--- config.mk ---
export PLATFORM = sky130hd
export DESIGN_NAME = piso_tx
export DESIGN_NICKNAME = d
export VERILOG_FILES = /design/src/rtl/piso_pkg.sv /design/src/rtl/piso_bitcnt.sv /design/src/rtl/piso_tx.sv
export SDC_FILE = /design/constraint.sdc
export NUM_CORES = 1
export LEC_CHECK = 0
export CAP_MARGIN = 5
export CORE_MARGIN = 4
export CORE_UTILIZATION = 34
export DETAILED_ROUTE_END_ITERATION = 6
export SYNTH_ARGS = -nofsm -noshare
export SYNTH_HDL_FRONTEND = slang
export SYNTH_SLANG_ARGS = --single-unit
--- constraint.sdc ---
create_clock -name clk -period 3 [get_ports clk]
set_clock_uncertainty 0.2 [all_clocks]
set_input_delay 0.6 -clock clk [delete_from_list [all_inputs] [get_ports clk]]
set_output_delay 0.6 -clock clk [all_outputs]
set_load 0.1 [all_outputs]
--- src/rtl/piso_pkg.sv ---
`default_nettype none
// ============================================================================
// Module      : piso_pkg
// Description : Shared types and helpers for the piso_tx serial transmitter.
// Revision    : 1.0 - initial release
// ============================================================================
package piso_pkg;

    typedef logic [0:0] state_t;

    localparam state_t c_IDLE  = 1'b0;
    localparam state_t c_SHIFT = 1'b1;

    // Ceiling log2 for elaboration-time sizing; bounded loop keeps it synthesizable.
    function automatic int clog2(input int value);
        int result;
        result = 0;
        for (int i = 0; i < 32; i++) begin
            if ((1 << i) < value) begin
                result = i + 1;
            end
        end
        return result;
    endfunction

endpackage
`default_nettype wire

--- src/rtl/piso_bitcnt.sv ---
`default_nettype none
// ============================================================================
// Module      : piso_bitcnt
// Description : Loadable up-counter with synchronous clear and a terminal-count
//               flag at LAST; it holds at LAST rather than wrapping.
// Revision    : 1.0 - initial release
// ============================================================================
module piso_bitcnt #(
    parameter int CNT_W = 4,
    parameter int LAST  = 7
) (
    input  logic             clk,
    input  logic             rst,
    input  logic             i_clr,
    input  logic             i_load,
    input  logic [CNT_W-1:0] i_load_val,
    input  logic             i_inc,
    output logic             o_tc
);

    localparam logic [CNT_W-1:0] c_LAST = CNT_W'(LAST);
    localparam logic [CNT_W-1:0] c_ONE  = CNT_W'(1);

    logic [CNT_W-1:0] r_count;

    always_ff @(posedge clk) begin
        if (rst || i_clr) begin
            r_count <= '0;
        end else if (i_load) begin
            r_count <= i_load_val;
        end else if (i_inc && (r_count != c_LAST)) begin
            r_count <= r_count + c_ONE;
        end
    end

    assign o_tc = (r_count == c_LAST);

endmodule
`default_nettype wire

--- src/rtl/piso_tx.sv ---
`default_nettype none
// ============================================================================
// Module      : piso_tx
// Description : Parallel-in/serial-out transmitter with valid/ready input.
//               Define PISO_PARITY_EN to append an even-parity bit per frame.
// Revision    : 1.0 - initial release
// ============================================================================
module piso_tx
    import piso_pkg::*;
#(
    parameter int WIDTH     = 8,
    parameter bit MSB_FIRST = 1'b1
) (
    input  logic             clk,
    input  logic             rst,
    input  logic [WIDTH-1:0] din,
    input  logic             din_valid,
    output logic             din_ready,
    output logic             sout,
    output logic             sout_valid,
    output logic             frame_start,
    output logic             busy
);

`ifdef PISO_PARITY_EN
    localparam int c_FRAME_LEN = WIDTH + 1;
`else
    localparam int c_FRAME_LEN = WIDTH;
`endif
    localparam int c_CNT_W = clog2(WIDTH + 1);

    state_t                 r_state;
    logic [c_FRAME_LEN-1:0] r_shreg;
    logic                   r_sout_valid;
    logic                   r_frame_start;
    logic                   r_busy;

    logic [c_FRAME_LEN-1:0] w_frame;
    logic [c_FRAME_LEN-1:0] w_shifted;
    logic                   w_in_shift;
    logic                   w_tc;
    logic                   w_accept;

    // The outgoing bit always sits at the shift-out end of r_shreg, so sout is
    // a register output and reads 0 whenever the register is cleared.
    generate
        if (MSB_FIRST) begin : g_msb_first
`ifdef PISO_PARITY_EN
            assign w_frame = {din, ^din};
`else
            assign w_frame = din;
`endif
            assign w_shifted = {r_shreg[c_FRAME_LEN-2:0], 1'b0};
            assign sout      = r_shreg[c_FRAME_LEN-1];
        end else begin : g_lsb_first
`ifdef PISO_PARITY_EN
            assign w_frame = {^din, din};
`else
            assign w_frame = din;
`endif
            assign w_shifted = {1'b0, r_shreg[c_FRAME_LEN-1:1]};
            assign sout      = r_shreg[0];
        end
    endgenerate

    assign w_in_shift = (r_state == c_SHIFT);
    assign din_ready  = ~rst & (~w_in_shift | w_tc);
    assign w_accept   = din_valid & din_ready;

    piso_bitcnt #(
        .CNT_W (c_CNT_W),
        .LAST  (c_FRAME_LEN - 1)
    ) u_bitcnt (
        .clk        (clk),
        .rst        (rst),
        .i_clr      (w_in_shift & w_tc & ~w_accept),
        .i_load     (w_accept),
        .i_load_val ('0),
        .i_inc      (w_in_shift & ~w_tc),
        .o_tc       (w_tc)
    );

    always_ff @(posedge clk) begin
        if (rst) begin
            r_state       <= c_IDLE;
            r_shreg       <= '0;
            r_sout_valid  <= 1'b0;
            r_frame_start <= 1'b0;
            r_busy        <= 1'b0;
        end else if (w_accept) begin
            r_state       <= c_SHIFT;
            r_shreg       <= w_frame;
            r_sout_valid  <= 1'b1;
            r_frame_start <= 1'b1;
            r_busy        <= 1'b1;
        end else if (w_in_shift) begin
            r_frame_start <= 1'b0;
            if (w_tc) begin
                r_state      <= c_IDLE;
                r_shreg      <= '0;
                r_sout_valid <= 1'b0;
                r_busy       <= 1'b0;
            end else begin
                r_shreg <= w_shifted;
            end
        end
    end

    assign sout_valid  = r_sout_valid;
    assign frame_start = r_frame_start;
    assign busy        = r_busy;

endmodule
`default_nettype wire

==> results of run 1 <==
==> through the flow <==
step / utilization / hold slack (ns)
2_1_floorplan: - / 0.231
5_1_grt: 0.421 / 0.272
3_5_place_dp: 0.401 / 0.245
3_3_place_gp: 0.401 / 0.238
6_report: 0.421 / 0.251
4_1_cts: 0.418 / 0.254
==> path summary, 6_finish.rpt <==
| check | cells past startpoint | endpoint | slack (ns) | from |
|---|---|---|---|---|
| setup reg to reg | 8 | u_bitcnt.r_count[0] | 0.50 | u_bitcnt.r_count[0] |
| setup / recovery | 6 | din_ready | 0.17 | u_bitcnt.r_count[0] |
| hold / removal | 2 | r_shreg[4] | 0.25 | r_shreg[4] |
| hold reg to reg | 2 | r_shreg[4] | 0.25 | r_shreg[4] |
==> timing repair <==
item,in CTS,in global routing
resized for setup,0,1
endpoints found under the setup margin,0,1
setup buffers,0,2
==> routing by layer <==
metal / vias up / wire [um]
met2: 26 / 1850
met4: 0 / 60
met5: - / 0
met3: 5 / 114
li1: 857 / -
met1: 747 / 2130
==> state kept, by name (all words and copies together), names as in the netlist <==
register / count
u_bitcnt.r_count: 32
r_state: 1
r_shreg: 8
busy: 1
frame_start: 1
==> cell type report <==
type,count,share of cell area
Sequential cell,43,0.360
Clock buffer,8,0.0419
Inverter,5,0.00785
Tap cell,72,0.0377
Multi-Input combinational cell,178,0.468
Timing Repair Buffer,22,0.0848
==> cell families (layout without fill, tap and decap cells) <==
| kind of cell | count (synthesis) | in the layout | synth area share |
|---|---|---|---|
| buffers and inverters | 17 | 35 | 0.0373 |
| AOI/OAI and AO/OA | 19 | 19 | 0.0569 |
| adders and majority gates | 1 | 1 | 0.00612 |
| xor gates and xnor gates | 30 | 30 | 0.128 |
| muxes | 8 | 8 | 0.0391 |
| and+or+nand+nor | 120 | 120 | 0.311 |
| DFF | 43 | 43 | 0.421 |
==> power breakdown <==
part / internal [mW] / switching, mW / total, mW
sequential: 0.581 / 0.00752 / 0.588
combinational: 0.0425 / 0.0727 / 0.115
clock: 0.210 / 0.191 / 0.401
total: 0.833 / 0.271 / 1.10
==> placed cells by master (no fill, tap or decap), types with 3 or more instances in the layout <==
cell and instances:
dfxtp_1 43, nor2_1 42, xnor2_1 21, nand2_1 15, nor4_1 13, buf_4 11, a21oi_1 10, clkdlybuf4s50_1 10
nand4_1 9, xor2_1 9, nand3_1 9, nor3_1 8, and2_1 8, mux2i_1 8, clkbuf_8 7, inv_1 5
and4_1 5, nor4b_1 3
==> worst register-to-register path, stage by stage (launching register included) <==
cell	delay, ns
dfxtp_1	0.39
ha_2	0.25
nor4b_1	0.24
nand4_1	0.26
o21ai_2	0.24
buf_4	0.25
a21o_1	0.14
buf_4	0.31
nor2_1	0.10
==> run summary, run 1 <==
Power Total -> 1.10 mW
Mapped Area -> 0.00205 sq mm
Critical Path End Type -> output port
Register Area -> 861 sq um
GPL Wtd Cong -> 0.733
worst slew pin tran -> 0.561 ns
global route overflow -> 0
#FFs+latches synth -> 43
Hold Fails Final Rpt -> 0
M1 GR Usage -> 0.169
Pwr Density -> 462 mW/mm^2
final cell count without fillers -> 328
relative slew slack -> 0.625
Mapped Cells -> 238
syn_area_per_cell -> 8.60 sq um
met3 Resource Use GR -> 0.0231
syn nets -> 250
number of synthesized flops with an enable pin -> 0
Filler cells -> 588
grt met2 use -> 0.191
first-pass GRT wire length -> 7390 um
grt peak-use layer -> met2
CTS Root Cell -> clkbuf_8
critical path peak fanout -> 6
DR WL/cell -> 12.6 um
Main synth FF type -> dfxtp_1
Tmin final -> 2.83 ns
CP required -> 2.20 ns
Max Slew Vio Count -> 0
num ports -> 16
clk buf depth -> 2
sequential fraction of the synthesis area -> 0.421
via count -> 1635
post-layout net count -> 267
Clock Latency Late Sink -> 0.29 ns
VDD IR max -> 0.295 mV
synth unique cells -> 33
top cells by area, synth -> dfxtp_1 42%, xnor2_1 9.0%, nor2_1 7.7%
CP arrival -> 2.03 ns
Critical Path Start Type -> register
Post-synth ARST share -> 0
Die W -> 85.6 um
kind of critical path -> register to output port
CP delay by family, top -> simple AND/OR/NAND/NOR gates
placed cell count -> 318
most common cell in the netlist -> dfxtp_1
layout cells sized above 1 -> 0.102
htree depth -> 2
1st-iter DRT viols -> 84
yosys warns -> 0
DIE AREA -> 0.00732 sq mm
Final TNS setup -> 0 ns
post-DP HPWL -> 2860 um
Setup violations, final -> 0
maxcap violations -> 0
# diodes -> 0
Leak -> 0.798 nW
wirelength, routed -> 4150 um
DP Area -> 0.00227 sq mm
crit path buf inv count -> 1
hold bufs inserted after CTS -> 0
# rows -> 27
CTS tree -> done
initial core utilization -> 0.360
area occupied by multi-input gates -> 0.00112 sq mm
gr usage total -> 0.123
Vert. Die Dim -> 85.6 um
slowest stage cell, crit path -> dfxtp_1
Setup WS post-layout -> 0.168 ns
CP Cell Sequence -> ha_2 -> nor4b_1 -> nand4_1 -> o21ai_2 -> nor2b_4 -> buf_12
vias per std cell -> 4.98
core box area -> 0.00568 sq mm
DRT Pass-1 Iters -> 4
top cells by instance count after synthesis -> 43 x dfxtp_1, 42 x nor2_1, 21 x xnor2_1
Final Cycle Share -> 0.944
RSZ-0062 raised after global routing -> false
TritonCTS buffer count -> 5
Finished Cell Area -> 0.00239 sq mm
antenna violations before repair -> 0
CP max stage delay -> 0.39 ns
synthesis-to-layout area growth -> 16.9%
cell taking the most area after synthesis -> dfxtp_1
pre-CTS setup slack -> 0.452 ns
post-route ant nets -> 0
f_max -> 353 MHz
hold crit path type -> register to register
status -> finished clean
clk sinks -> 43
number of port buffers -> 15
Post-route DRC -> 0
largest net degree at the start of global routing -> 33
clock slew at reported path FFs -> 0.08 ns
vias in the first global route -> 1575
share of the synthesized area in the top cell type -> 0.421
Note: power is estimated with default switching activity, not from simulation.
==> inputs of run 2 (changes only) <==
- CTS_CLUSTER_SIZE: not set -> 8
==> results of run 2 <==
The final DEF is identical to that of run 1; final timing and power are the same.
==> inputs of run 3 (changes only) <==
- clock period: 3 -> 3.4 ns (I/O delays scaled with it)
==> run 3 against run 2 <==
  * Register-to-register slack barely moved
  * Worst setup slack improved by 0.065 ns
  * Sequential share of layout area rose by 0.63 points
  * Non-clock buffer count fell by 3
  * Worst hold slack barely moved
  * Critical path depth did not move
  * Combinational power fell by 15%
  * Final cell count fell by 0.91%
  * Critical endpoint unchanged
  * Largest cell class unchanged
  * Largest power group unchanged
==> run summary, run 3 (synthesized netlist as in run 1, its figures left out) <==
first-pass GRT wire length -> 7140 um (-3.4%)
layout cells sized above 1 -> 0.0830 (-0.0186)
# diodes -> 0 (unchanged)
Critical Path Start Type -> register
relative slew slack -> 0.302 (-0.323)
Die W -> 85.6 um (unchanged)
initial core utilization -> 0.360 (unchanged)
wirelength, routed -> 4060 um (-2.2%)
DP Area -> 0.00226 sq mm (-0.55%)
CTS tree -> done
critical path peak fanout -> 9 (+3)
GPL Wtd Cong -> 0.750 (+2.3%)
status -> finished clean
CP required -> 2.52 ns (+0.32 ns)
TritonCTS buffer count -> 5 (unchanged)
placed cell count -> 317 (-0.31%)
hold crit path type -> register to register
Final Cycle Share -> 0.931
clock slew at reported path FFs -> 0.07 ns (about the same)
crit path from -> u_bitcnt.r_count[0]
Tmin final -> 3.17 ns
DRT Pass-1 Iters -> 4 (unchanged)
post-route ant nets -> 0 (unchanged)
Critical Path End Type -> output port
largest net degree at the start of global routing -> 33 (unchanged)
RSZ-0062 raised after global routing -> false
core box area -> 0.00568 sq mm (unchanged)
1st-iter DRT viols -> 80 (-4.8%)
gr usage total -> 0.118 (-0.00468)
crit path to -> din_ready
kind of critical path -> register to output port
number of port buffers -> 15 (unchanged)
clk buf depth -> 2 (unchanged)
synthesis-to-layout area growth -> 14.9%
CTS Root Cell -> clkbuf_8
most common cell after layout, fill and taps aside -> dfxtp_1
num ports -> 16 (unchanged)
flop2flop setup slack -> 0.49 ns (about the same)
Vert. Die Dim -> 85.6 um (unchanged)
Clock Latency Late Sink -> 0.30 ns (about the same)
final cell count without fillers -> 325 (-0.91%)
CP arrival -> 2.29 ns (+0.26 ns)
worst slew pin tran -> 1.05 ns (+0.487 ns)
hold_ws -> 0.251 ns (+0.000313 ns)
fin util -> 0.414 (-0.00728)
R2R depth -> 6 (-2)
reg2reg end -> u_bitcnt.r_count[21]
VDD IR max -> 0.200 mV (-32%)
RR Startpoint -> u_bitcnt.r_count[0]
post-layout net count -> 264 (-1.1%)
max reg flops -> 32 (unchanged)
Leak -> 0.774 nW (-3.0%)
Final TNS setup -> 0 ns (unchanged)
# rows -> 27 (unchanged)
Max Slew Vio Count -> 0 (unchanged)
Setup violations, final -> 0 (unchanged)
post-DP HPWL -> 2840 um (-0.67%)
htree depth -> 2 (unchanged)
vias in the first global route -> 1601 (+1.7%)
commonest non-fill, non-tap cells in the layout -> 43 x dfxtp_1, 42 x nor2_1, 21 x xnor2_1
maxcap violations -> 0 (unchanged)
Post-route DRC -> 0 (unchanged)
DR WL/cell -> 12.5 um (-1.3%)
Finished Cell Area -> 0.00235 sq mm (-1.7%)
vias per std cell -> 4.98 (about the same)
global route overflow -> 0 (unchanged)
clk sinks -> 43 (unchanged)
register with the most flip-flops -> u_bitcnt.r_count
antenna violations before repair -> 0 (unchanged)
Pwr Density -> 394 mW/mm^2 (-15%)
Hold Fails Final Rpt -> 0 (unchanged)
DIE AREA -> 0.00732 sq mm (unchanged)
via count -> 1620 (-0.92%)
Top Registers -> u_bitcnt.r_count (32), r_shreg (8)
Filler cells -> 597 (+1.5%)
f_max -> 316 MHz
[run 3: stage by stage]
stage	power [mW]	worst slack, ns
2_1_floorplan	0.600	0.155
3_3_place_gp	0.629	0.573
3_5_place_dp	0.631	0.373
4_1_cts	0.941	0.120
5_1_grt	0.966	0.0226
6_report	0.926	0.233
[run 3: cell type report]
| class | instances | area (sq um) | share of cell area |
|---|---|---|---|
| tap | 72 | 90.1 | 0.0383 |
| clock buffer | 7 | 76.3 | 0.0325 |
| multi-input combinational | 178 | 1120 | 0.476 |
| inverter | 5 | 18.8 | 0.00799 |
| clock inverter | 1 | 5.00 | 0.00213 |
| timing repair buffer | 19 | 180 | 0.0767 |
| sequential | 43 | 861 | 0.366 |
[run 3: how the worst min path moves through the flow]
stage	slack, ns	cells after the start	endpoint	from
after global routing	0.27	2	r_shreg[3]	r_shreg[3]
after CTS	0.25	2	r_shreg[3]	r_shreg[3]
after floorplan	0.23	2	r_shreg[2]	r_shreg[2]
after detailed placement	0.24	2	r_shreg[3]	r_shreg[3]
final	0.25	2	r_shreg[3]	r_shreg[3]
after global placement	0.24	2	r_shreg[3]	r_shreg[3]
[run 3: routing by layer]
metal / wire [um] / vias up / global-route usage
met5: 0 / - / 0
met4: 68 / 0 / 0.0432
met3: 61 / 5 / 0.0231
met2: 1840 / 8 / 0.195
met1: 2090 / 752 / 0.153
li1: - / 855 / -
[run 3: repair_timing]
action,4_1_cts,5_1_grt
setup endpoints to repair,0,1
gates resized for setup,0,1
hold endpoints to repair,0,0
hold buffers,0,0
buffers inserted,0,0
[run 3: where the power goes]
part           total, mW  internal [mW]  leakage [nW]  switching, mW
sequential         0.521          0.512         0.348        0.00858
combinational     0.0973         0.0356         0.384         0.0617
clock              0.307          0.144        0.0422          0.163
total              0.926          0.692         0.774          0.234
[run 3: critical path: stages, from the launching register on]
cell     delay, ns
dfxtp_1       0.38
ha_1          0.28
nor4b_1       0.26
nand4_1       0.29
o21ai_4       0.34
nor2b_2       0.24
buf_12        0.19
